[src/rtl/address_translation_table.sv]
// Logical-to-physical router address translation table.
// Configurable entries with a single-entry valid/ready lookup pipeline and a miss counter.
module address_translation_table #(
  parameter int unsigned ADDR_WIDTH  = 4,
  parameter int unsigned NUM_ROUTERS = 16,
  parameter int unsigned IDX_WIDTH   = 4
) (
  input  logic                  clk,
  input  logic                  rst,
  input  logic                  cfg_wr_en,
  input  logic [IDX_WIDTH-1:0]  cfg_wr_idx,
  input  logic [ADDR_WIDTH-1:0] cfg_wr_addr,
  input  logic                  cfg_clr_all,
  input  logic                  lookup_valid,
  output logic                  lookup_ready,
  input  logic [ADDR_WIDTH-1:0] lookup_addr,
  output logic                  result_valid,
  input  logic                  result_ready,
  output logic [IDX_WIDTH-1:0]  result_idx,
  output logic                  result_hit,
  output logic [15:0]           miss_count
);

  localparam int unsigned CNT_WIDTH = 16;
  localparam logic [CNT_WIDTH-1:0] CNT_MAX = '1;

  logic [ADDR_WIDTH-1:0]  addr_q [NUM_ROUTERS];
  logic [ADDR_WIDTH-1:0]  addr_d [NUM_ROUTERS];
  logic [NUM_ROUTERS-1:0] valid_q, valid_d;

  logic                   result_valid_q, result_valid_d;
  logic [IDX_WIDTH-1:0]   result_idx_q, result_idx_d;
  logic                   result_hit_q, result_hit_d;
  logic [CNT_WIDTH-1:0]   miss_count_q, miss_count_d;

  logic                   match_hit_c;
  logic [IDX_WIDTH-1:0]   match_idx_c;
  logic                   accept_c;
  logic                   consume_c;

  assign lookup_ready = !result_valid_q || result_ready;
  assign accept_c     = lookup_valid && lookup_ready;
  assign consume_c    = result_valid_q && result_ready;

  // Priority match on pre-write contents; descending scan leaves the lowest index.
  always_comb begin
    match_hit_c = 1'b0;
    match_idx_c = '0;
    for (int i = int'(NUM_ROUTERS) - 1; i >= 0; i--) begin
      if (valid_q[i] && (addr_q[i] == lookup_addr)) begin
        match_hit_c = 1'b1;
        match_idx_c = IDX_WIDTH'(i);
      end
    end
  end

  // Clear is applied before the write so a simultaneous write survives.
  // Indices at or above NUM_ROUTERS never compare equal and are dropped.
  always_comb begin
    addr_d  = addr_q;
    valid_d = cfg_clr_all ? '0 : valid_q;
    for (int i = 0; i < int'(NUM_ROUTERS); i++) begin
      if (cfg_wr_en && (cfg_wr_idx == IDX_WIDTH'(i))) begin
        addr_d[i]  = cfg_wr_addr;
        valid_d[i] = 1'b1;
      end
    end
  end

  always_comb begin
    result_valid_d = result_valid_q;
    result_idx_d   = result_idx_q;
    result_hit_d   = result_hit_q;
    miss_count_d   = miss_count_q;
    if (consume_c && !result_hit_q && (miss_count_q != CNT_MAX)) begin
      miss_count_d = miss_count_q + CNT_WIDTH'(1);
    end
    if (accept_c) begin
      result_valid_d = 1'b1;
      result_idx_d   = match_idx_c;
      result_hit_d   = match_hit_c;
    end else if (consume_c) begin
      result_valid_d = 1'b0;
    end
  end

  always_ff @(posedge clk or posedge rst) begin
    if (rst) begin
      for (int i = 0; i < int'(NUM_ROUTERS); i++) begin
        addr_q[i] <= '0;
      end
      valid_q        <= '0;
      result_valid_q <= 1'b0;
      result_idx_q   <= '0;
      result_hit_q   <= 1'b0;
      miss_count_q   <= '0;
    end else begin
      addr_q         <= addr_d;
      valid_q        <= valid_d;
      result_valid_q <= result_valid_d;
      result_idx_q   <= result_idx_d;
      result_hit_q   <= result_hit_d;
      miss_count_q   <= miss_count_d;
    end
  end

  assign result_valid = result_valid_q;
  assign result_idx   = result_idx_q;
  assign result_hit   = result_hit_q;
  assign miss_count   = miss_count_q;

endmodule

[config.mk]
export PLATFORM = sky130hd
export DESIGN_NAME = address_translation_table
export DESIGN_NICKNAME = d
export VERILOG_FILES = /design/src/rtl/address_translation_table.sv
export SDC_FILE = /design/constraint.sdc
export NUM_CORES = 1
export LEC_CHECK = 0
export BUFFER_PORTS_ARGS = -buffer_cell sky130_fd_sc_hd__buf_4
export CORE_AREA = 2 2 104 106
export CTS_BUF_LIST = sky130_fd_sc_hd__clkbuf_2
export CTS_CLUSTER_SIZE = 8
export DETAILED_ROUTE_END_ITERATION = 7
export DIE_AREA = 0 0 106 108
export PLACE_DENSITY = 0.78
export REMOVE_ABC_BUFFERS = 1
export SLEW_MARGIN = 30
export SYNTH_ARGS = -nofsm -noshare
export SYNTH_HDL_FRONTEND = slang
export SYNTH_SLANG_ARGS = --single-unit
[constraint.sdc]
create_clock -name clk -period 4.95 [get_ports clk]
set_input_delay 0.99 -clock clk [delete_from_list [all_inputs] [get_ports clk]]
set_output_delay 0.99 -clock clk [all_outputs]
set_load 0.01 [all_outputs]
==> reports/qor.txt, run 1 <==
Deepest clock path buffer count: 2
RD Place Congestion: 0.796
Met2 GRT Util: 0.312
Core box area: 0.0102 mm^2
Synth Flop Type: dfrtp_1
DP Area: 0.00540 mm^2
Die footprint: 0.0114 mm^2
Fmax: 413 MHz
Footprint of the multi-input gates: 0.00232 mm^2
CTS Buf Count: 9
CTS tree: done
# nets final: 473
Worst slew pin tran: 0.825 ns
Switching power: 609 uW
Worst-path fanout max: 3
Sequential share of power: 0.581
Synth async-reset ratio: 1.00
Starting density of the core: 0.491
Syn_area_per_cell: 12.1 um^2
Largest net degree at the start of global routing: 69
Layout cell share with drive strength beyond 1: 0.288
Pre-CTS setup slack: 2.28 ns
Critical path required time: 3.96 ns
CP max-delay cell: nand2b_1
# resized after CTS: 0
Clock Latency Late Sink: 0.57 ns
Total GRT Usage: 0.192
Hold Buf Count CTS: 0
Power Density: 347 mW/mm^2
First-pass GRT wire length: 17200 um
Hold Path Class: reg2reg
Post-synth EDFFs: 0
Tcrit/Tclk final: 0.489
Mapped Cells: 417
Total Wirelength: 10300 um
Critical Path Source Type: input pin
Clock power frac: 0.188
Die W: 106 um
Clock Pin Slew Worst Setup and Hold Paths: 0.28 ns
# fillers: 884
Switching share of power: 0.319
Die H: 108 um
Worst vdd ir: 0.211 mV
Clock skew: 0.0299 ns
Synthesized area: 0.00503 mm^2
Lkg Pwr: 2.51 nW
Ys Warns: 0
Hold Fails Final Rpt: 0
Critical path type: in2out
Comb pwr share: 0.230
Min Tclk post-route: 2.42 ns
Most frequent cells in the layout: dfrtp_1, mux2_2, xor2_1
Fin. max-slew vios: 0
RSZ-0062 raised after global routing: no
Yosys cell types: 47
Post-CTS setup repair buffer count: 0
Slowest cell delay on critical path: 0.17 ns
Maximum capacitance violations: 0
FF+latch area: 0.00255 mm^2
Worst Setup Slack, final: 2.53 ns
Port Buf Inserts: 40
Critical path's top delay family: buffers and inverters
Seq/Total Area, Yosys: 0.508
Max transition margin: 0.450
Antenna-violating nets left: 0
FF+latch count, synth: 102
Number of remaining DRC errors: 0
Most Crowded Layer GR: met2
TritonCTS Sinks: 102
Root Buffer: clkbuf_2
Drt first pass iters: 4
CP Capture Type: output port
Global routing met1 resource utilization: 0.267
Dpl hpwl: 7010 um
Critical Path AT: 1.43 ns
Setup TNS: 0 ns
Io pins: 41
N_diodes: 0
Post-route cell area: 0.00550 mm^2
Bufs and invs on worst path: 2
Pint: 1.30 mW
H-tree Lvls: 3
Vias: 3288
Row Count: 37
1st-iter DRT viols: 120
Initial antenna violation count: 0
Met3 GRT Util: 0.0301
Most common library cell in the layout ignoring fill and taps: dfrtp_1
Vias in the first global route: 3347
Min Hold Slack: 0.521 ns
Status: finished clean
Vias per inst: 5.53
Total grt overflow: 0
Core Util, Final: 0.538
Routed len/inst: 17.3 um
Final number of setup-violating endpoints: 0
Synthesis-to-finish area growth: 9.44%
Crit path top cell by count: buf_4
Crit-path cells: buf_4 -> nand2b_1 -> buf_4
-- cells in the mapped netlist, types with 2 or more instances --
cell	count	area (um^2)
and2_1	2	12.5
nor4_2	2	25.0
nand3b_1	6	45.0
dfrtp_1	102	2550
and4_1	2	17.5
a31oi_1	4	25.0
o211ai_1	3	22.5
and3_1	3	18.8
buf_4	3	22.5
nand3_1	15	75.1
a2bb2oi_1	2	17.5
mux2_2	64	721
nand4_1	7	43.8
nor3_1	14	70.1
o21ai_0	9	45.0
xor2_1	46	403
nor2b_1	2	12.5
inv_1	11	41.3
buf_6	4	45.0
or3_1	4	25.0
nand2b_1	4	25.0
nand2_1	15	56.3
nor2_1	23	86.3
nor4_1	2	12.5
xnor2_1	31	272
clkbuf_1	7	26.3
a21o_1	10	75.1
-- state kept, by name, summed over array words and instances, names as in the netlist --
name	cells
result_hit	1
valid_q	16
result_valid	1
result_idx	4
addr_q	64
miss_count	16
-- power by group through the flow --
stage               Clock [mW]  Sequential (mW)  Combinational (mW)
global route             0.402             1.13               0.490
detailed placement           0             1.13               0.444
floorplan                    0             1.11               0.305
global placement             0             1.12               0.424
finish                   0.360             1.11               0.440
CTS                      0.370             1.11               0.445
-- stage by stage --
stage	instances	power, mW
after global routing	595	2.03
after CTS	595	1.93
after detailed placement	579	1.57
final	595	1.91
after global placement	579	1.54
after floorplan	402	1.41
-- cell families after synthesis --
group	share of synthesized area
XOR/XNOR	0.134
flip-flops	0.508
AO/OA/AOI/OAI	0.0538
adder cells (fa/ha/maj)	0.00249
AND/OR/NAND/NOR	0.125
buffers and inverters	0.0306
multiplexers	0.146
-- area by class of cell --
type / instances / area share
multi-input combinational: 288 / 0.422
sequential: 102 / 0.464
tap: 136 / 0.0309
inverter: 12 / 0.00864
clock buffer: 9 / 0.00819
clock inverter: 7 / 0.0105
timing repair buffer: 41 / 0.0560
-- routing by layer --
layer  vias to the layer above  part of all wire
li1                       1522                 -
met1                      1668              0.48
met2                        82              0.47
met3                        16             0.035
met4                         0             0.017
met5                         -                 0
-- path summary, 6_finish.rpt --
check,from,endpoint,slack (ns),cells after the start
min in group asynchronous,rst,miss_count[7]$_DFFE_PP0P_,0.53,2
worst max-delay path,result_ready,lookup_ready,2.53,3
max in group asynchronous,rst,addr_q[62]$_DFFE_PP0P_,3.41,3
worst min-delay path,valid_q[9]$_DFFE_PP0P_,valid_q[9]$_DFFE_PP0P_,0.52,1
worst max register to register,miss_count[4]$_DFFE_PP0P_,miss_count[1]$_DFFE_PP0P_,3.03,6
worst min register to register,valid_q[9]$_DFFE_PP0P_,valid_q[9]$_DFFE_PP0P_,0.52,1
(Power assumes the default switching activity.)
==> run 2, diff against run 1 <==
--- a/config.mk
+++ b/config.mk
@@ -11,7 +11,7 @@
 export CTS_CLUSTER_SIZE = 8
 export DETAILED_ROUTE_END_ITERATION = 7
 export DIE_AREA = 0 0 106 108
-export PLACE_DENSITY = 0.78
+export PLACE_DENSITY = 0.81
 export REMOVE_ABC_BUFFERS = 1
 export SLEW_MARGIN = 30
 export SYNTH_ARGS = -nofsm -noshare
==> constraint.sdc (replaced) <==
create_clock -name clk -period 2.2 [get_ports clk]
set_input_delay 0.44 -clock clk [delete_from_list [all_inputs] [get_ports clk]]
set_output_delay 0.44 -clock clk [all_outputs]
set_load 0.01 [all_outputs]
==> reports/qor.txt, run 2 (synthesized netlist as in run 1, its figures left out) <==
Status: finished clean (unchanged)
Final number of setup-violating endpoints: 0 (unchanged)
Row Count: 37 (unchanged)
RD Place Congestion: 0.821 (was 0.796)
Starting density of the core: 0.491 (unchanged)
DR top layer: met4 (unchanged)
Hold endpoint: result_valid$_DFFE_PP0P_ (was valid_q[9]$_DFFE_PP0P_)
Fin. max-slew vios: 0 (unchanged)
Total GRT Usage: 0.192 (about the same)
Slowest cell delay on critical path: 0.46 ns (was 0.17 ns)
Io pins: 41 (unchanged)
CP max-delay cell: a31oi_1 (was nand2b_1)
Post-CTS setup repair buffer count: 0 (unchanged)
Most common library cell in the layout ignoring fill and taps: dfrtp_1 (unchanged)
Total grt overflow: 0 (unchanged)
Post-route cell area: 0.00559 mm^2 (was 0.00550 mm^2)
Setup slack, reg-to-reg: 0.32 ns (was 3.03 ns)
Max FFs per register: 64 (unchanged)
Synthesis-to-finish area growth: 11.2% (was 9.44%)
Tcrit/Tclk final: 0.854
Deepest clock path buffer count: 2 (unchanged)
Total Wirelength: 9980 um (was 10300 um)
Initial antenna violation count: 0 (unchanged)
Core box area: 0.0102 mm^2 (unchanged)
Largest net degree at the start of global routing: 68 (was 69)
WHS Path Cells: 2 (was 1)
Crit-path cells: nand3b_1 -> nor2_1 -> nand2_1 -> a31oi_1 -> nand4_1 -> xnor2_1 (was buf_4 -> nand2b_1 -> buf_4)
Footprint of the multi-input gates: 0.00232 mm^2 (unchanged)
N_diodes: 0 (unchanged)
Met2 wire length: 4850 um (was 4800 um)
Vias: 3228 (was 3288)
Power Density: 791 mW/mm^2 (was 347 mW/mm^2)
TritonCTS Sinks: 102 (unchanged)
Critical Path Source Type: flop (was input pin)
HP Start: lookup_valid (was valid_q[9]$_DFFE_PP0P_)
DP Area: 0.00545 mm^2 (was 0.00540 mm^2)
Most frequent cells in the layout: dfrtp_1, mux2_2, xor2_1 (unchanged)
Vias in the first global route: 3325 (was 3347)
FF+latch area: 0.00255 mm^2 (unchanged)
M1 WL: 4610 um (was 4950 um)
Cells on worst reg2reg path: 6 (unchanged)
Routed met3 length: 321 um (was 362 um)
Routed len/inst: 16.6 um (was 17.3 um)
Root Buffer: clkbuf_2 (unchanged)
First-pass GRT wire length: 17000 um (was 17200 um)
CTS tree: done (unchanged)
Clock skew: 0.0495 ns (was 0.0299 ns)
Max transition margin: 0.612 (was 0.450)
Fmax: 532 MHz
Dpl hpwl: 6970 um (was 7010 um)
CP Capture Type: flop (was output port)
Critical Path AT: 2.38 ns (was 1.43 ns)
Layout cell share with drive strength beyond 1: 0.296 (was 0.288)
Die footprint: 0.0114 mm^2 (unchanged)
Clock Latency Late Sink: 0.61 ns (was 0.57 ns)
CTS Buf Count: 9 (unchanged)
Clock Pin Slew Worst Setup and Hold Paths: 0.25 ns (was 0.28 ns)
RSZ-0062 raised after global routing: no (unchanged)
Die W: 106 um (unchanged)
1st-iter DRT viols: 151 (was 120)
Min Tclk post-route: 1.88 ns
H-tree Lvls: 3 (unchanged)
Number of remaining DRC errors: 0 (unchanged)
RR Startpoint: result_hit$_DFFE_PP0P_ (was miss_count[4]$_DFFE_PP0P_)
Port Buf Inserts: 40 (unchanged)
Critical path required time: 2.70 ns (was 3.96 ns)
Worst-path fanout max: 6 (was 3)
Worst vdd ir: 0.290 mV (was 0.211 mV)
Terminus of the critical flop-to-flop path: miss_count[7]$_DFFE_PP0P_ (was miss_count[1]$_DFFE_PP0P_)
# resized after CTS: 0 (unchanged)
Antenna-violating nets left: 0 (unchanged)
Critical path type: reg2reg (was in2out)
Drt first pass iters: 4 (unchanged)
# fillers: 870 (was 884)
Most flops, register: addr_q (unchanged)
Min Hold Slack: 0.0440 ns (was 0.521 ns)
Worst slew pin tran: 0.579 ns (was 0.825 ns)
Die H: 108 um (unchanged)
Maximum capacitance violations: 0 (unchanged)
Hold Path Class: in2reg (was reg2reg)
Vias per inst: 5.36 (was 5.53)
Hold Buf Count CTS: 1 (was 0)
Hold Fails Final Rpt: 0 (unchanged)
# nets final: 480 (was 473)
Lkg Pwr: 2.56 nW (was 2.51 nW)
## run 2: changes by cell type in the layout (fill, tap and decap cells not counted), sizes merged
| cell | previous run | this run |
|---|---|---|
| clkinv | 4 | 1 |
| buf | 41 | 46 |
| dlygate4sd3 | 0 | 2 |
| clkinvlp | 2 | 3 |
| bufinv | 0 | 1 |
| clkbuf | 9 | 10 |
## run 2: how the worst max path moves through the flow
| stage | start | endpoint | slack (ns) | depth (start not counted) |
|---|---|---|---|---|
| floorplan | rst | addr_q[0]$_DFFE_PP0P_ | -0.92 | 1 |
| global placement | lookup_addr[2] | result_idx[3]$_DFFE_PP0P_ | 0.18 | 7 |
| detailed placement | lookup_addr[1] | result_idx[3]$_DFFE_PP0P_ | 0.09 | 7 |
| CTS | miss_count[4]$_DFFE_PP0P_ | miss_count[1]$_DFFE_PP0P_ | 0.33 | 6 |
| global route | result_hit$_DFFE_PP0P_ | miss_count[13]$_DFFE_PP0P_ | 0.19 | 6 |
| finish | result_hit$_DFFE_PP0P_ | miss_count[7]$_DFFE_PP0P_ | 0.32 | 6 |
## run 2: cell type report
class | instances | share of cell area
sequential | 102 | 0.457
clock buffer | 10 | 0.00896
clock inverter | 6 | 0.0125
inverter | 12 | 0.00851
tap | 136 | 0.0305
timing repair buffer | 48 | 0.0676
multi-input combinational | 288 | 0.415
## run 2: through the flow
step / util / setup TNS (ns) / power, mW / worst slack, ns / std cells
floorplan: - / -93.38 / 3.18 / -0.915 / 402
global placement: 0.532 / 0 / 3.47 / 0.183 / 584
detailed placement: 0.532 / 0 / 3.54 / 0.0909 / 584
CTS: 0.545 / 0 / 4.45 / 0.327 / 601
global route: 0.546 / 0 / 4.67 / 0.191 / 602
finish: 0.546 / 0 / 4.42 / 0.322 / 602
## run 2: metal layers
layer / up-vias / track usage
met4: 0 / 0.0733
met3: 16 / 0.0338
li1: 1528 / -
met2: 58 / 0.320
met5: - / 0
met1: 1626 / 0.251
## run 2: critical path: cells and delay by family (launching register included)
family / cells / cell delay (ns)
AND/OR/NAND/NOR: 4 / 0.73
AO/OA/AOI/OAI: 1 / 0.46
flip-flops: 1 / 0.45
XOR/XNOR: 1 / 0.16
## run 2: power breakdown
part           internal, mW  switching (mW)
Combinational         0.558           0.444
Sequential             2.22           0.282
Clock                 0.273           0.646
Total                  3.05            1.37
==> run 3, diff against run 2 <==
--- a/config.mk
+++ b/config.mk
@@ -11,6 +11,7 @@
 export CTS_CLUSTER_SIZE = 8
 export DETAILED_ROUTE_END_ITERATION = 7
 export DIE_AREA = 0 0 106 108
+export MAX_ROUTING_LAYER = met4
 export PLACE_DENSITY = 0.81
 export REMOVE_ABC_BUFFERS = 1
 export SLEW_MARGIN = 30
==> reports/qor.txt, run 3 (synthesized netlist as in run 1, its figures left out) <==
WHS Path Cells: 2 (unchanged)
Tcrit/Tclk final: 0.855 (was 0.854)
Worst slew pin tran: 0.579 ns (about the same)
Vias: 3230 (was 3228)
Critical path type: reg2reg (unchanged)
Port Buf Inserts: 40 (unchanged)
Max FFs per register: 64 (unchanged)
Met2 wire length: 4870 um (was 4850 um)
Vias in the first global route: 3330 (was 3325)
Footprint of the multi-input gates: 0.00232 mm^2 (unchanged)
Core box area: 0.0102 mm^2 (unchanged)
Vias per inst: 5.37 (was 5.36)
H-tree Lvls: 3 (unchanged)
Setup slack, reg-to-reg: 0.32 ns (about the same)
HP Start: lookup_valid (unchanged)
RD Place Congestion: 0.833 (was 0.821)
Min Tclk post-route: 1.88 ns (about the same)
Total GRT Usage: 0.198 (was 0.192)
Row Count: 37 (unchanged)
Worst vdd ir: 0.290 mV (about the same)
Fmax: 532 MHz (about the same)
Critical Path AT: 2.39 ns (was 2.38 ns)
Status: finished clean (unchanged)
Most frequent cells in the layout: dfrtp_1, mux2_2, xor2_1 (unchanged)
Die W: 106 um (unchanged)
First-pass GRT wire length: 17000 um (about the same)
Routed met3 length: 297 um (was 321 um)
Critical path required time: 2.71 ns (was 2.70 ns)
Lkg Pwr: 2.56 nW (unchanged)
Crit-path cells: nand3b_1 -> nor2_1 -> nand2_1 -> a31oi_1 -> nand4_1 -> xnor2_1 (unchanged)
Pwr Total: 4.42 mW (about the same)
Critical path's top delay family: simple AND/OR/NAND/NOR gates (unchanged)
CP max-delay cell: a31oi_1 (unchanged)
Post-route cell area: 0.00559 mm^2 (unchanged)
Deepest clock path buffer count: 2 (unchanged)
Hold endpoint: result_valid$_DFFE_PP0P_ (unchanged)
Layout cell share with drive strength beyond 1: 0.296 (unchanged)
Hold Fails Final Rpt: 0 (unchanged)
Synthesis-to-finish area growth: 11.2% (unchanged)
M1 WL: 4660 um (was 4610 um)
Clock Latency Late Sink: 0.62 ns (was 0.61 ns)
Fin. max-slew vios: 0 (unchanged)
Most common library cell in the layout ignoring fill and taps: dfrtp_1 (unchanged)
Die footprint: 0.0114 mm^2 (unchanged)
Cells on worst reg2reg path: 6 (unchanged)
Routed len/inst: 16.6 um (about the same)
Largest net degree at the start of global routing: 68 (unchanged)
1st-iter DRT viols: 163 (was 151)
Clock skew: 0.0482 ns (was 0.0495 ns)
CTS tree: done (unchanged)
Most flops, register: addr_q (unchanged)
Power Density: 791 mW/mm^2 (about the same)
DP Area: 0.00545 mm^2 (unchanged)
DR top layer: met4 (unchanged)
Terminus of the critical flop-to-flop path: miss_count[7]$_DFFE_PP0P_ (unchanged)
FF+latch area: 0.00255 mm^2 (unchanged)
Io pins: 41 (unchanged)
# nets final: 480 (unchanged)
Slowest cell delay on critical path: 0.46 ns (about the same)
Total grt overflow: 0 (unchanged)
Maximum capacitance violations: 0 (unchanged)
RSZ-0062 raised after global routing: no (unchanged)
Starting density of the core: 0.491 (unchanged)
Initial antenna violation count: 0 (unchanged)
CP Capture Type: flop (unchanged)
Antenna-violating nets left: 0 (unchanged)
Setup TNS: 0 ns (unchanged)
Worst-path fanout max: 6 (unchanged)
Dpl hpwl: 6970 um (unchanged)
Number of remaining DRC errors: 0 (unchanged)
# resized after CTS: 0 (unchanged)
Hold Path Class: in2reg (unchanged)
N_diodes: 0 (unchanged)
Final number of setup-violating endpoints: 0 (unchanged)
Post-CTS setup repair buffer count: 0 (unchanged)
Max transition margin: 0.612 (about the same)
Total Wirelength: 9990 um (was 9980 um)
Root Buffer: clkbuf_2 (unchanged)
RR Startpoint: result_hit$_DFFE_PP0P_ (unchanged)
Critical Path Source Type: flop (unchanged)
# fillers: 870 (unchanged)
Die H: 108 um (unchanged)
TritonCTS Sinks: 102 (unchanged)
Clock Pin Slew Worst Setup and Hold Paths: 0.26 ns (was 0.25 ns)
CTS Buf Count: 9 (unchanged)
Drt first pass iters: 4 (unchanged)
Bufs and invs on worst path: 0 (unchanged)
run 3: cell counts in the layout (fill, tap and decap cells not counted):
Identical to the previous run, type by type.
run 3: how the worst max path moves through the flow:
stage                               from                          to  slack (ns)  cells past startpoint
2_1_floorplan                        rst       addr_q[0]$_DFFE_PP0P_       -0.92                      1
3_3_place_gp              lookup_addr[2]   result_idx[3]$_DFFE_PP0P_        0.18                      7
6_report          result_hit$_DFFE_PP0P_   miss_count[7]$_DFFE_PP0P_        0.32                      6
4_1_cts        miss_count[4]$_DFFE_PP0P_   miss_count[1]$_DFFE_PP0P_        0.33                      6
5_1_grt           result_hit$_DFFE_PP0P_  miss_count[13]$_DFFE_PP0P_        0.19                      6
3_5_place_dp              lookup_addr[1]   result_idx[3]$_DFFE_PP0P_        0.09                      7
run 3: cell type report:
type / instances / area share
clock buffer: 10 / 0.00896
clock inverter: 6 / 0.0125
inverter: 12 / 0.00851
multi-input combinational: 288 / 0.415
sequential: 102 / 0.457
tap: 136 / 0.0305
timing repair buffer: 48 / 0.0676
run 3: timing repair:
item,in CTS,in global routing
hold endpoints to repair,35,2
endpoints found under the setup margin,0,0
hold buffers,1,1
run 3: per-layer routing:
metal,up-vias,GRT usage
li1,1529,-
met1,1630,0.250
met2,58,0.321
met3,13,0.0362
met4,0,0.0733
met5,-,-
run 3: stage by stage:
step / worst slack, ns / cells / hold slack (ns) / utilization
4_1_cts: 0.327 / 601 / 0.0105 / 0.545
5_1_grt: 0.191 / 602 / 0.0120 / 0.546
3_3_place_gp: 0.183 / 584 / 0.458 / 0.532
3_5_place_dp: 0.0909 / 584 / 0.465 / 0.532
6_report: 0.320 / 602 / 0.0385 / 0.546
2_1_floorplan: -0.915 / 402 / 0.449 / -
run 3: report_power, final:
group | total (mW) | switching (mW) | internal [mW]
Sequential | 2.50 | 0.283 | 2.22
Clock | 0.922 | 0.648 | 0.273
Combinational | 1.00 | 0.444 | 0.558
run 3: worst register-to-register path, stage by stage (launching register included):
cell	delay [ns]
dfrtp_1	0.45
nand3b_1	0.25
nor2_1	0.19
nand2_1	0.09
a31oi_1	0.46
nand4_1	0.20
xnor2_1	0.16
